## src/rtl/calculator_pkg.sv

```systemverilog
// Shared types and defaults for the streaming calculator controller.
// Holds the width defaults, the controller state enum and the lane-count helper.
package calculator_pkg;

    localparam int DEF_ADDR_W        = 10;
    localparam int DEF_DATA_W        = 32;
    localparam int DEF_MEM_WORD_SIZE = 64;

    typedef enum logic [2:0] {
        S_IDLE,
        S_READ,
        S_WAIT,
        S_LOAD,
        S_EXEC,
        S_WRITE,
        S_DONE
    } ctrl_state_t;

    function automatic int res_per_word(input int mem_w, input int data_w);
        return mem_w / data_w;
    endfunction

endpackage

```

## src/rtl/result_packer.sv

```systemverilog
// Result buffer: RES_PER_WORD lanes of DATA_W, filled one lane per capture.
// full_o flags that the current capture fills the last lane.
module result_packer #(
    parameter int DATA_W       = 32,
    parameter int RES_PER_WORD = 2,
    parameter int LANE_W       = 1
) (
    input  logic                           clk_i,
    input  logic                           rst_ni,
    input  logic [LANE_W-1:0]              lane_cnt,
    input  logic                           cap_en,
    input  logic                           clear,
    input  logic [DATA_W-1:0]              result_i,
    output logic [RES_PER_WORD*DATA_W-1:0] word_o,
    output logic                           full_o
);

    logic [RES_PER_WORD-1:0][DATA_W-1:0] lanes_q;

    // Lane storage: cleared on reset or flush, one lane written per capture.
    always_ff @(posedge clk_i) begin
        if (!rst_ni) begin
            lanes_q <= '0;
        end else if (clear) begin
            lanes_q <= '0;
        end else if (cap_en) begin
            lanes_q[lane_cnt] <= result_i;
        end
    end

    assign word_o = lanes_q;
    assign full_o = cap_en && (lane_cnt == LANE_W'(RES_PER_WORD - 1));

endmodule

```

## src/rtl/calc_stream_ctrl.sv

```systemverilog
// Streams operand words from SRAM through an external adder and packs
// results into write-back words; start/busy/done handshake to the top level.
module calc_stream_ctrl
    import calculator_pkg::*;
#(
    parameter int ADDR_W        = DEF_ADDR_W,
    parameter int DATA_W        = DEF_DATA_W,
    parameter int MEM_WORD_SIZE = DEF_MEM_WORD_SIZE
) (
    input  logic                     clk_i,
    input  logic                     rst_ni,
    input  logic                     start_i,
    input  logic                     sub_i,
    input  logic [ADDR_W-1:0]        read_start_addr,
    input  logic [ADDR_W-1:0]        read_end_addr,
    input  logic [ADDR_W-1:0]        write_start_addr,
    input  logic [ADDR_W-1:0]        write_end_addr,
    output logic                     read,
    output logic [ADDR_W-1:0]        r_addr,
    input  logic [MEM_WORD_SIZE-1:0] r_data,
    output logic                     write,
    output logic [ADDR_W-1:0]        w_addr,
    output logic [MEM_WORD_SIZE-1:0] w_data,
    output logic [DATA_W-1:0]        op_a,
    output logic [DATA_W-1:0]        op_b,
    output logic                     sub_o,
    input  logic [DATA_W-1:0]        result_i,
    input  logic                     carry_i,
    output logic                     busy_o,
    output logic                     done_o,
    output logic                     err_o,
    output logic                     ovf_o
);

    localparam int RES_PER_WORD = res_per_word(MEM_WORD_SIZE, DATA_W);
    localparam int LANE_W = (RES_PER_WORD > 1) ? $clog2(RES_PER_WORD) : 1;

    if (MEM_WORD_SIZE != 2 * DATA_W) begin : g_width_chk
        $error("MEM_WORD_SIZE must equal 2*DATA_W");
    end

    ctrl_state_t state_q, state_d;

    logic [ADDR_W-1:0] raddr_q, rend_q;
    logic [ADDR_W-1:0] waddr_q, wend_q;
    logic [LANE_W-1:0] lane_q;
    logic              rd_last_q;
    logic              cap_en, clr, full;
    logic              bad_range;

    assign bad_range = (read_end_addr < read_start_addr) ||
                       (write_end_addr < write_start_addr);

    result_packer #(
        .DATA_W       (DATA_W),
        .RES_PER_WORD (RES_PER_WORD),
        .LANE_W       (LANE_W)
    ) u_packer (
        .clk_i    (clk_i),
        .rst_ni   (rst_ni),
        .lane_cnt (lane_q),
        .cap_en   (cap_en),
        .clear    (clr),
        .result_i (result_i),
        .word_o   (w_data),
        .full_o   (full)
    );

    // State register.
    always_ff @(posedge clk_i) begin
        if (!rst_ni) state_q <= S_IDLE;
        else         state_q <= state_d;
    end

    // Next-state decode and per-state strobes.
    always_comb begin
        state_d = state_q;
        read    = 1'b0;
        write   = 1'b0;
        cap_en  = 1'b0;
        clr     = 1'b0;
        done_o  = 1'b0;
        busy_o  = (state_q != S_IDLE);
        unique case (state_q)
            S_IDLE: begin
                if (start_i) state_d = bad_range ? S_DONE : S_READ;
            end
            S_READ: begin
                read    = 1'b1;
                state_d = S_WAIT;
            end
            S_WAIT:  state_d = S_LOAD;
            S_LOAD:  state_d = S_EXEC;
            S_EXEC: begin
                cap_en  = 1'b1;
                state_d = (full || raddr_q == rend_q) ? S_WRITE : S_READ;
            end
            S_WRITE: begin
                write = 1'b1;
                clr   = 1'b1;
                if (rd_last_q || waddr_q == wend_q) state_d = S_DONE;
                else                                state_d = S_READ;
            end
            S_DONE: begin
                done_o  = 1'b1;
                state_d = S_IDLE;
            end
            default: state_d = S_IDLE;
        endcase
    end

    // Run configuration, address counters, operands and status flags.
    always_ff @(posedge clk_i) begin
        if (!rst_ni) begin
            raddr_q   <= '0;
            rend_q    <= '0;
            waddr_q   <= '0;
            wend_q    <= '0;
            lane_q    <= '0;
            rd_last_q <= 1'b0;
            op_a      <= '0;
            op_b      <= '0;
            sub_o     <= 1'b0;
            err_o     <= 1'b0;
            ovf_o     <= 1'b0;
        end else begin
            unique case (state_q)
                S_IDLE: begin
                    if (start_i) begin
                        raddr_q   <= read_start_addr;
                        rend_q    <= read_end_addr;
                        waddr_q   <= write_start_addr;
                        wend_q    <= write_end_addr;
                        lane_q    <= '0;
                        rd_last_q <= 1'b0;
                        sub_o     <= sub_i;
                        err_o     <= bad_range;
                        ovf_o     <= 1'b0;
                    end
                end
                S_LOAD: begin
                    op_a <= r_data[DATA_W-1:0];
                    op_b <= r_data[MEM_WORD_SIZE-1:DATA_W];
                end
                S_EXEC: begin
                    ovf_o     <= ovf_o | carry_i;
                    raddr_q   <= raddr_q + 1'b1;
                    rd_last_q <= (raddr_q == rend_q);
                    lane_q    <= lane_q + 1'b1;
                end
                S_WRITE: begin
                    lane_q  <= '0;
                    waddr_q <= waddr_q + 1'b1;
                    if (!rd_last_q && waddr_q == wend_q) err_o <= 1'b1;
                end
                default: ;
            endcase
        end
    end

    assign r_addr = raddr_q;
    assign w_addr = waddr_q;

endmodule
```

## config.mk

```make
export PLATFORM = sky130hd
export DESIGN_NAME = calc_stream_ctrl
export DESIGN_NICKNAME = d
export VERILOG_FILES = /design/src/rtl/calculator_pkg.sv /design/src/rtl/result_packer.sv /design/src/rtl/calc_stream_ctrl.sv
export SDC_FILE = /design/constraint.sdc
export NUM_CORES = 1
export LEC_CHECK = 0
export ABC_AREA = 1
export BUFFER_PORTS_ARGS = -buffer_cell sky130_fd_sc_hd__buf_2
export CAP_MARGIN = 0
export CORE_MARGIN = 3
export CORE_UTILIZATION = 49
export CTS_CLUSTER_DIAMETER = 120
export DETAILED_ROUTE_END_ITERATION = 8
export PLACE_DENSITY = 0.81
export SYNTH_ARGS = -nofsm -noshare
export SYNTH_HDL_FRONTEND = slang
export SYNTH_SLANG_ARGS = --single-unit
export TNS_END_PERCENT = 100
```

## constraint.sdc

```tcl
create_clock -name clk_i -period 2.23 [get_ports clk_i]
set_clock_uncertainty 0.2 [all_clocks]
set_input_delay 0.446 -clock clk_i [delete_from_list [all_inputs] [get_ports clk_i]]
set_output_delay 0.446 -clock clk_i [all_outputs]
set_load 0.02 [all_outputs]
```

==> results of run 1 <==
## how the worst max path moves through the flow
stage | slack, ns | to | from | cells past startpoint
finish | 0.12 | write | state_q[1] | 5
global route | 0.02 | write | state_q[1] | 5
CTS | 0.03 | write | state_q[1] | 5
detailed placement | 0.31 | state_q[1] | write_start_addr[9] | 12
global placement | 0.33 | state_q[2] | write_start_addr[9] | 12
floorplan | 0.48 | r_addr[8] | r_addr[1] | 8
## layout make-up
class / instances / area (um2) / area share
multi-input combinational: 724 / 3420 / 0.351
clock inverter: 14 / 178 / 0.0182
tap: 184 / 230 / 0.0236
clock buffer: 18 / 439 / 0.0450
inverter: 89 / 337 / 0.0345
sequential: 176 / 3530 / 0.361
timing repair buffer: 312 / 1630 / 0.167
## worst max-delay path, cell delays in order (launching register included)
cell     delay, ns
dfxtp_1       0.35
inv_2         0.11
nand2_1       0.13
nor2_4        0.13
buf_4         0.16
buf_2         0.17
## layer usage
| layer | part of all wire | vias up |
|---|---|---|
| met3 | 0.077 | 40 |
| met2 | 0.49 | 315 |
| met4 | 0.026 | 0 |
| met1 | 0.41 | 3559 |
| li1 | - | 3919 |
| met5 | 0 | - |
## cells by family after synthesis
kind of cell | Yosys count | synth area share
adders and majority gates | 20 | 0.0331
DFF | 176 | 0.466
xor gates and xnor gates | 8 | 0.00927
AOI/OAI and AO/OA | 223 | 0.154
and+or+nand+nor | 473 | 0.255
buffers and inverters | 145 | 0.0824
## timing repair
item | CTS | global route
buffers inserted | 0 | 0
gates resized for setup | 0 | 4
hold buffers | 0 | 0
setup endpoints to repair | 0 | 1
## cells in the mapped netlist (all sizes together)
master	n	area (um2)
a21oi	96	484
a31oi	7	43.8
a211oi	1	7.51
buf	42	234
o21bai	1	7.51
nand3b	2	15.0
a21o	2	15.0
xnor2	6	52.6
ha	20	250
inv	89	337
nand2	229	877
o22ai	4	25.0
o21ai	105	526
a22oi	3	22.5
nand3	60	300
o221ai	1	8.76
xor2	2	17.5
nand4	2	12.5
dfxtp	176	3520
o211ai	3	22.5
nor2	176	702
nor3	2	10.0
clkbuf	14	52.6
or2	2	12.5
## flip-flops by register name (all words and copies together), names as in the netlist, 3 cells and up
signal,cells
rend_q,10
op_b,32
u_packer.word_o,64
w_addr,10
wend_q,10
state_q,3
op_a,32
r_addr,10
## report_power, final
part           total, mW  switching (mW)  internal, mW  leakage [nW]
logic               3.91            2.63          1.28          3.20
registers           4.26           0.494          3.76          1.43
clock network       3.10            1.28          1.82         0.301
total               11.3            4.41          6.85          4.93
## metrics by stage
stage               setup slack [ns]  total power, mW  hold WS (ns)  instance area, um2
floorplan                      0.479             6.93         0.235                7560
global placement               0.329             8.12         0.245                9140
detailed placement             0.308             8.19         0.248                9140
CTS                           0.0289             11.3        0.0276                9760
global route                  0.0172             12.0        0.0396                9760
finish                         0.115             11.3        0.0441                9760
==> metrics, run 1 <==
Critical R2R Launch r_addr[0]; worst vdd ir 0.000634 V; Fill cells 1,279; Layout area overhead 29.2%; fin. max-slew vios 0; H-tree levels 4; clk root buf clkbuf_16; max_slew headroom 0.567; met1 Use GR 0.315; Die ar. 0.0170 mm2; worst-margin pin slew 0.649 ns; WL final 22.3 mm; boundary pin count 296; GRT overflow 0; layout cell share with drive strength beyond 1 0.273; vias in the first global route 7,426; commonest non-fill, non-tap cells in the layout buf_2 (295), nand2_1 (226), dfxtp_1 (174), nor2_1 (170), o21ai_0 (97); commonest non-fill, non-tap cell in the layout buf_2; post-placement cell count 1,485; Final Hold Vio Count 0; pwr dens 1150 mW/mm2; Tot GR Track Use 0.256; highest clock rate 473 MHz; Synthesized Nets 1,206; register area share after synthesis 0.466; initial drt markers 444; global-route wire length before repair 35.1 mm; Mean Syn Cell Area 7.23 um2; GRT busiest layer met2; fin nets 1,481; Die Ht 130 um; Die W 130 um; fin crit share 0.948; Remaining DRCs 0; fin cells 1,517; vias per cell 5.16; #FFs+latches synth 176; Clock Latency Late Sink 0.41 ns; antenna violations before repair 0; CP Class flop to output pin; R2R Setup Slk 0.40 ns; global-route met2 utilization 0.432; status completed; final weighted congestion in routability-driven placement 0.916; Setup violations, final 0; worst reg2reg endpoint r_addr[8]; reg2reg path depth 8; Max Root-Sink Buffers 2; clock slew at reported path FFs 0.07 ns; crit path max fanout 6; RSZ-0062 raised after global routing false; Synth Instances 1,045; TritonCTS clock tree built; hpwl dp 16.1 mm; CTS buffer count 17; largest net degree at the start of global routing 77; TritonRoute pass-1 iters 5; buffers added on ports 295; Final Util 0.659; # diodes 0; routed via count 7,833; drt wl/cell 14.7 um; min-delay src r_data[16]; ANT nets after route 0; met3 GRT Util 0.0675; Syn. warnings 0; Yosys cell types 37; worst hold endpoint op_a[16]; Hold WC Path Type input pin to flop; Crit path required time 1.58 ns; CTS sink cnt 176; Setup crit start kind flop; Mapped Area 0.00756 mm2; CP endpoint kind output pin; CP Data Arrival Time 1.47 ns; Cell Rows 44; post-route setup TNS 0 ns; core area 0.0148 mm2; initial core utilization 0.510; minimum clock period 2.11 ns; leakage power 4.93 nW; Max-cap violations 0; hold path cells 3
(Power assumes the default switching activity.)
==> run 2: changes to the inputs <==
--- a/config.mk
+++ b/config.mk
@@ -8,11 +8,14 @@
 export ABC_AREA = 1
 export BUFFER_PORTS_ARGS = -buffer_cell sky130_fd_sc_hd__buf_2
 export CAP_MARGIN = 0
+export CELL_PAD_IN_SITES_DETAIL_PLACEMENT = 0
+export CELL_PAD_IN_SITES_GLOBAL_PLACEMENT = 1
 export CORE_MARGIN = 3
-export CORE_UTILIZATION = 49
+export CORE_UTILIZATION = 34
 export CTS_CLUSTER_DIAMETER = 120
 export DETAILED_ROUTE_END_ITERATION = 8
 export PLACE_DENSITY = 0.81
+export SLEW_MARGIN = 20
 export SYNTH_ARGS = -nofsm -noshare
 export SYNTH_HDL_FRONTEND = slang
 export SYNTH_SLANG_ARGS = --single-unit
==> run 2 against run 1 <==
  * Critical path depth is 1 lower
  * Routed wire length is 7.0% higher
  * Non-clock buffer count stayed put
  * Hold slack worse by 0.018 ns
  * Cell count is 6.0% higher
  * Global-route usage is 6.3 points lower
  * Combinational power is 2% higher
  * Sequential cell count stayed put
  * Critical path type unchanged
  * Critical endpoint unchanged
  * Largest cell class unchanged
  * Largest power group unchanged
==> metrics, run 2 (synthesized netlist as in run 1, its figures left out) <==
status completed; Setup crit start kind flop; Final Power 11.1 mW (-1.1%); post-route setup TNS 0 ns (unchanged); clock slew at reported path FFs 0.08 ns (about the same); global-route wire length before repair 37.8 mm (+7.8%); Critical R2R Launch w_addr[0]; Tot GR Track Use 0.193 (-0.0633); fin cells 1,608 (+6.0%); TritonRoute pass-1 iters 4 (-1); Die W 155 um (+19%); worst-margin pin slew 0.613 ns (-0.0359 ns); final weighted congestion in routability-driven placement 0.832 (-9.2%); hpwl dp 17.2 mm (+7.0%); ANT nets after route 0 (unchanged); Flop pwr share 0.379 (about the same); worst vdd ir 0.000580 V (-8.5%); Crit path required time 1.58 ns (about the same); minimum clock period 2.05 ns (-0.0671 ns); CTS buffer count 17 (unchanged); routed via count 7,537 (-3.8%); GRT overflow 0 (unchanged); initial drt markers 380 (-14%); CP Data Arrival Time 1.40 ns (-0.07 ns); worst slack at placement 0.273 ns (-0.0348 ns); H-tree levels 4 (unchanged); antenna violations before repair 2 (+2); Clock power frac 0.264 (-0.011); CTS sink cnt 176 (unchanged); final instance area 0.00988 mm2 (+1.2%); Remaining DRCs 0 (unchanged); P_sw 4.58 mW (+4.0%); CP Class flop to output pin; Die ar. 0.0241 mm2 (+42%); WL final 23.9 mm (+7.0%); DP Area 0.00929 mm2 (+1.6%); CP endpoint kind output pin; post-placement cell count 1,574 (+6.0%); initial core utilization 0.353 (-0.158); Final Util 0.461 (-0.198); largest net degree at the start of global routing 65 (-16%); drt wl/cell 14.9 um (+0.95%); crit path max fanout 4 (-2); max reg flops 64 (unchanged); Final WS setup 0.182 ns (+0.0671 ns); vias per cell 4.69 (-9.2%); P_int 6.56 mW (-4.3%); highest clock rate 488 MHz (+3.3%); RSZ-0062 raised after global routing false; commonest non-fill, non-tap cell in the layout buf_2; Max Root-Sink Buffers 2 (unchanged); vias in the first global route 7,344 (-1.1%); switching portion of total power 0.412 (+0.0200); fin. max-slew vios 0 (unchanged); leakage power 4.92 nW (about the same); layout cell share with drive strength beyond 1 0.270 (-0.00355); buffers added on ports 295 (unchanged); Clock Latency Late Sink 0.43 ns (+0.02 ns); Die Ht 155 um (+19%); Comb power frac 0.356 (+0.009); Max-cap violations 0 (unchanged); fin nets 1,481 (unchanged); boundary pin count 296 (unchanged); pwr dens 1130 mW/mm2 (-2.2%); TritonCTS clock tree built; Layout area overhead 30.7%; Min Hold Slack 0.0260 ns (-0.0181 ns); Setup violations, final 0 (unchanged); core area 0.0214 mm2 (+45%); Hold WC Path Type input pin to flop; commonest non-fill, non-tap cells in the layout buf_2 (295), nand2_1 (226), dfxtp_1 (176), nor2_1 (170), o21ai_0 (97); min-delay src r_data[63]; max_slew headroom 0.591 (+0.0233); Final Hold Vio Count 0 (unchanged); crit path from state_q[1]; clk root buf clkbuf_16; fin crit share 0.918 (-0.0301); Cell Rows 53 (+20%)
run 2: final cells by class:
cell class                      instances  area (um2)
Sequential cell                       176        3520
Multi-Input combinational cell        724        3420
Antenna cell                            1        2.50
Tap cell                              275         344
Timing Repair Buffer                  312        1680
Inverter                               89         337
Clock buffer                           18         429
Fill cell                            2262       11500
Clock inverter                         13         139
run 2: repair_timing:
| action | 4_1_cts | 5_1_grt |
|---|---|---|
| setup buffers | 0 | 2 |
| endpoints found under the setup margin | 1 | 1 |
| pin swaps | 0 | 1 |
| hold buffers | 0 | 0 |
| cloned | 0 | 0 |
| gates resized for setup | 1 | 0 |
run 2: worst paths after layout:
path,to,slack (ns),cells after the start
min,op_b[31],0.03,3
max reg2reg,w_addr[8],0.35,8
max,write,0.18,4
min reg2reg,wend_q[8],0.26,2
run 2: per-layer routing:
metal  global-route usage  vias to the layer above  part of all wire
li1                     -                     3903                 -
met1                0.246                     3397              0.44
met2                0.317                      215              0.47
met3               0.0620                       20             0.075
met4               0.0492                        2             0.012
met5                    0                        -           0.00075
run 2: critical path: stages, from the launching register on:
cell,delay (ns)
dfxtp_1,0.35
inv_1,0.16
nand2_1,0.14
nor2_4,0.15
buf_2,0.18
run 2: power by group through the flow:
stage                     clock, mW  sequential [mW]  combinational [mW]
final                          2.94             4.22                3.97
after CTS                      3.00             4.22                4.02
after global routing           3.14             4.31                4.44
after global placement            0             4.28                3.98
after detailed placement          0             4.28                4.00
after floorplan                   0             4.74                2.19
==> run 3: changes to the inputs <==
--- a/config.mk
+++ b/config.mk
@@ -14,9 +14,10 @@
 export CORE_UTILIZATION = 34
 export CTS_CLUSTER_DIAMETER = 120
 export DETAILED_ROUTE_END_ITERATION = 8
-export PLACE_DENSITY = 0.81
+export PLACE_DENSITY = 0.79
 export SLEW_MARGIN = 20
 export SYNTH_ARGS = -nofsm -noshare
 export SYNTH_HDL_FRONTEND = slang
+export SYNTH_HIERARCHICAL = 1
 export SYNTH_SLANG_ARGS = --single-unit
 export TNS_END_PERCENT = 100
==> run 3 against run 2 <==
  * Register-to-register slack about the same
  * Die area increased by 4.5%
  * Maximum frequency decreased by 2.3%
  * Critical path depth unchanged
  * Synthesized cell count increased by 7.0%
  * Sequential share of layout area decreased by 1.2 points
  * First-iteration DRC count increased by 17%
  * Routed wire length decreased by 1.3%
  * Synthesized area increased by 4.7%
  * Sequential power increased by 4%
  * Total power increased by 6.4%
  * Critical endpoint unchanged
  * Largest power group is now combinational cells
==> metrics, run 3 <==
TritonRoute pass-1 iters 5 (+1); minimum clock period 2.10 ns (+0.0481 ns); vias in the first global route 7,190 (-2.1%); clock slew at reported path FFs 0.08 ns (about the same); top-count cell post-synth nor2_1; drt wl/cell 13.7 um (-7.7%); Die ar. 0.0251 mm2 (+4.5%); GRT busiest layer met2; initial drt markers 444 (+17%); vias per cell 4.54 (-3.2%); post-synthesis mux area share 0 (unchanged); met3 GRT Util 0.0563 (-0.00577); register area share after synthesis 0.445 (-0.0210); clk root buf clkbuf_16; Compound-Gate Fraction of Synth Area 0.128 (-0.0261); cts hold-fix bufs 0 (unchanged); CP Class flop to output pin; Post-synth EDFFs 0 (unchanged); CP Data Arrival Time 1.45 ns (+0.05 ns); RSZ-0062 raised after global routing false; CTS buffer count 17 (unchanged); #FFs+latches synth 176 (unchanged); routed via count 7,803 (+3.5%); Synth area leader dfxtp_1; hpwl dp 17.0 mm (-1.3%); XOR/XNOR share of the synthesized area 0.00664 (-0.00263); highest clock rate 477 MHz (-2.3%); Crit path required time 1.58 ns (about the same); Final Hold Vio Count 0 (unchanged); Remaining DRCs 0 (unchanged); H-tree levels 4 (unchanged); Synth area leaders dfxtp_1 (45%), nor2_1 (14%), nand2_1 (8.0%); post-placement cell count 1,687 (+7.2%); final weighted congestion in routability-driven placement 0.808 (-2.8%); max_slew headroom 0.534 (-0.0564); CTS sink cnt 176 (unchanged); Setup violations, final 0 (unchanged); global-route wire length before repair 36.6 mm (-3.1%); Mean Syn Cell Area 7.08 um2 (-2.1%); adder-cell share of the synthesized area 0.0316 (-0.00149); post-route setup TNS 0 ns (unchanged); commonest non-fill, non-tap cell in the layout buf_2; status completed; fin nets 1,554 (+4.9%); worst-margin pin slew 0.698 ns (+0.0847 ns); Setup crit start kind flop; buffers added on ports 295 (unchanged); Mapped Area 0.00792 mm2 (+4.7%); TritonCTS clock tree built; Max Root-Sink Buffers 2 (unchanged); Die W 159 um (+2.2%); Final Util 0.449 (-0.0124); ANT nets after route 0 (unchanged); largest net degree at the start of global routing 73 (+12%); global-route met2 utilization 0.281 (-0.0359); commonest non-fill, non-tap cells in the layout buf_2 (295), nor2_1 (290), dfxtp_1 (176), nand2_1 (168), o21ai_0 (123); GRT overflow 0 (unchanged); Tot GR Track Use 0.181 (-0.0123); core area 0.0228 mm2 (+6.3%); WL final 23.6 mm (-1.3%); Hold WC Path Type input pin to flop; main combinational cell family by area after synthesis simple AND/OR/NAND/NOR gates; post-CTS setup buffers 0 (unchanged); Final WS setup 0.134 ns (-0.0481 ns); Yosys cell types 36 (-2.7%); Clock Latency Late Sink 0.42 ns (about the same); Die Ht 159 um (+2.2%); max reg flops 64 (unchanged); layout cell share with drive strength beyond 1 0.270 (+0.000751); boundary pin count 296 (unchanged); CP endpoint kind output pin; Syn. warnings 6 (+6); fin crit share 0.940 (+0.0216); pwr dens 1160 mW/mm2 (+2.8%); leakage power 5.31 nW (+7.8%); antenna violations before repair 1 (-1); fin. max-slew vios 0 (unchanged); post-synth top area share 0.445 (-0.0210); most instantiated cells after synthesis nor2_1 (291), dfxtp_1 (176), nand2_1 (168), o21ai_0 (123), inv_1 (116); worst vdd ir 0.000505 V (-13%); Synthesized Nets 1,279 (+6.1%); predominant post-synthesis flop cell dfxtp_1; met1 Use GR 0.238 (-0.00779); crit path max fanout 7 (+3); Post-Synth Simple-Gate Area 0.285 (+0.0294); asr flop ratio synth 0 (unchanged); initial core utilization 0.347 (-0.00540); fin cells 1,720 (+7.0%); Synth Instances 1,118 (+7.0%); Layout area overhead 29.2%; Max-cap violations 0 (unchanged); worst slack at placement 0.235 ns (-0.0379 ns); Cell Rows 55 (+3.8%); Final Power 11.8 mW (+6.4%)
run 3: cell type report:
| cell class | instances | area [um2] |
|---|---|---|
| inverter | 123 | 467 |
| clock inverter | 14 | 141 |
| tap | 313 | 392 |
| antenna | 1 | 2.50 |
| clock buffer | 18 | 429 |
| fill | 2381 | 12600 |
| sequential | 176 | 3520 |
| timing repair buffer | 313 | 1690 |
| multi-input combinational | 762 | 3580 |
run 3: cell families (layout without fill, tap and decap cells):
group                    after synthesis  in the layout
other                                  0              1
buffers and inverters                180            468
AND/OR/NAND/NOR                      544            544
AO/OA/AOI/OAI                        192            192
adder cells (fa/ha/maj)               20             20
flip-flops                           176            176
XOR/XNOR                               6              6
run 3: what timing repair did:
item	CTS	global route
endpoints found under the setup margin	0	1
resized for setup	0	2
hold endpoints to repair	0	0
run 3: metal layers:
layer / vias up / share of wire
met2: 240 / 0.44
met4: 0 / 0.017
met3: 19 / 0.082
li1: 4060 / -
met5: - / 0
met1: 3484 / 0.46
run 3: path summary, 6_finish.rpt:
path | cells past startpoint | from | slack, ns | end
worst min-delay path | 3 | r_data[53] | 0.04 | op_b[21]
worst max register to register | 8 | state_q[0] | 0.34 | u_packer/word_o[37]
worst min register to register | 2 | wend_q[8] | 0.26 | wend_q[8]
worst max-delay path | 4 | state_q[1] | 0.13 | write
run 3: report_power, final:
| part | leakage (nW) | switching (mW) | internal (mW) |
|---|---|---|---|
| Sequential | 1.43 | 0.519 | 3.87 |
| Clock | 0.281 | 1.43 | 1.49 |
| Combinational | 3.60 | 2.98 | 1.56 |
run 3: stage by stage:
stage | instance area (um2) | hold WS [ns]
2_1_floorplan | 7920 | 0.236
3_3_place_gp | 9640 | 0.248
3_5_place_dp | 9640 | 0.252
4_1_cts | 10200 | 0.0202
5_1_grt | 10200 | 0.0220
6_report | 10200 | 0.0374
run 3: critical path, cell delays in order, from the launching register on:
cell and delay, ns:
dfxtp_1 0.36, inv_1 0.20, nand3_4 0.16, inv_2 0.13, buf_2 0.18
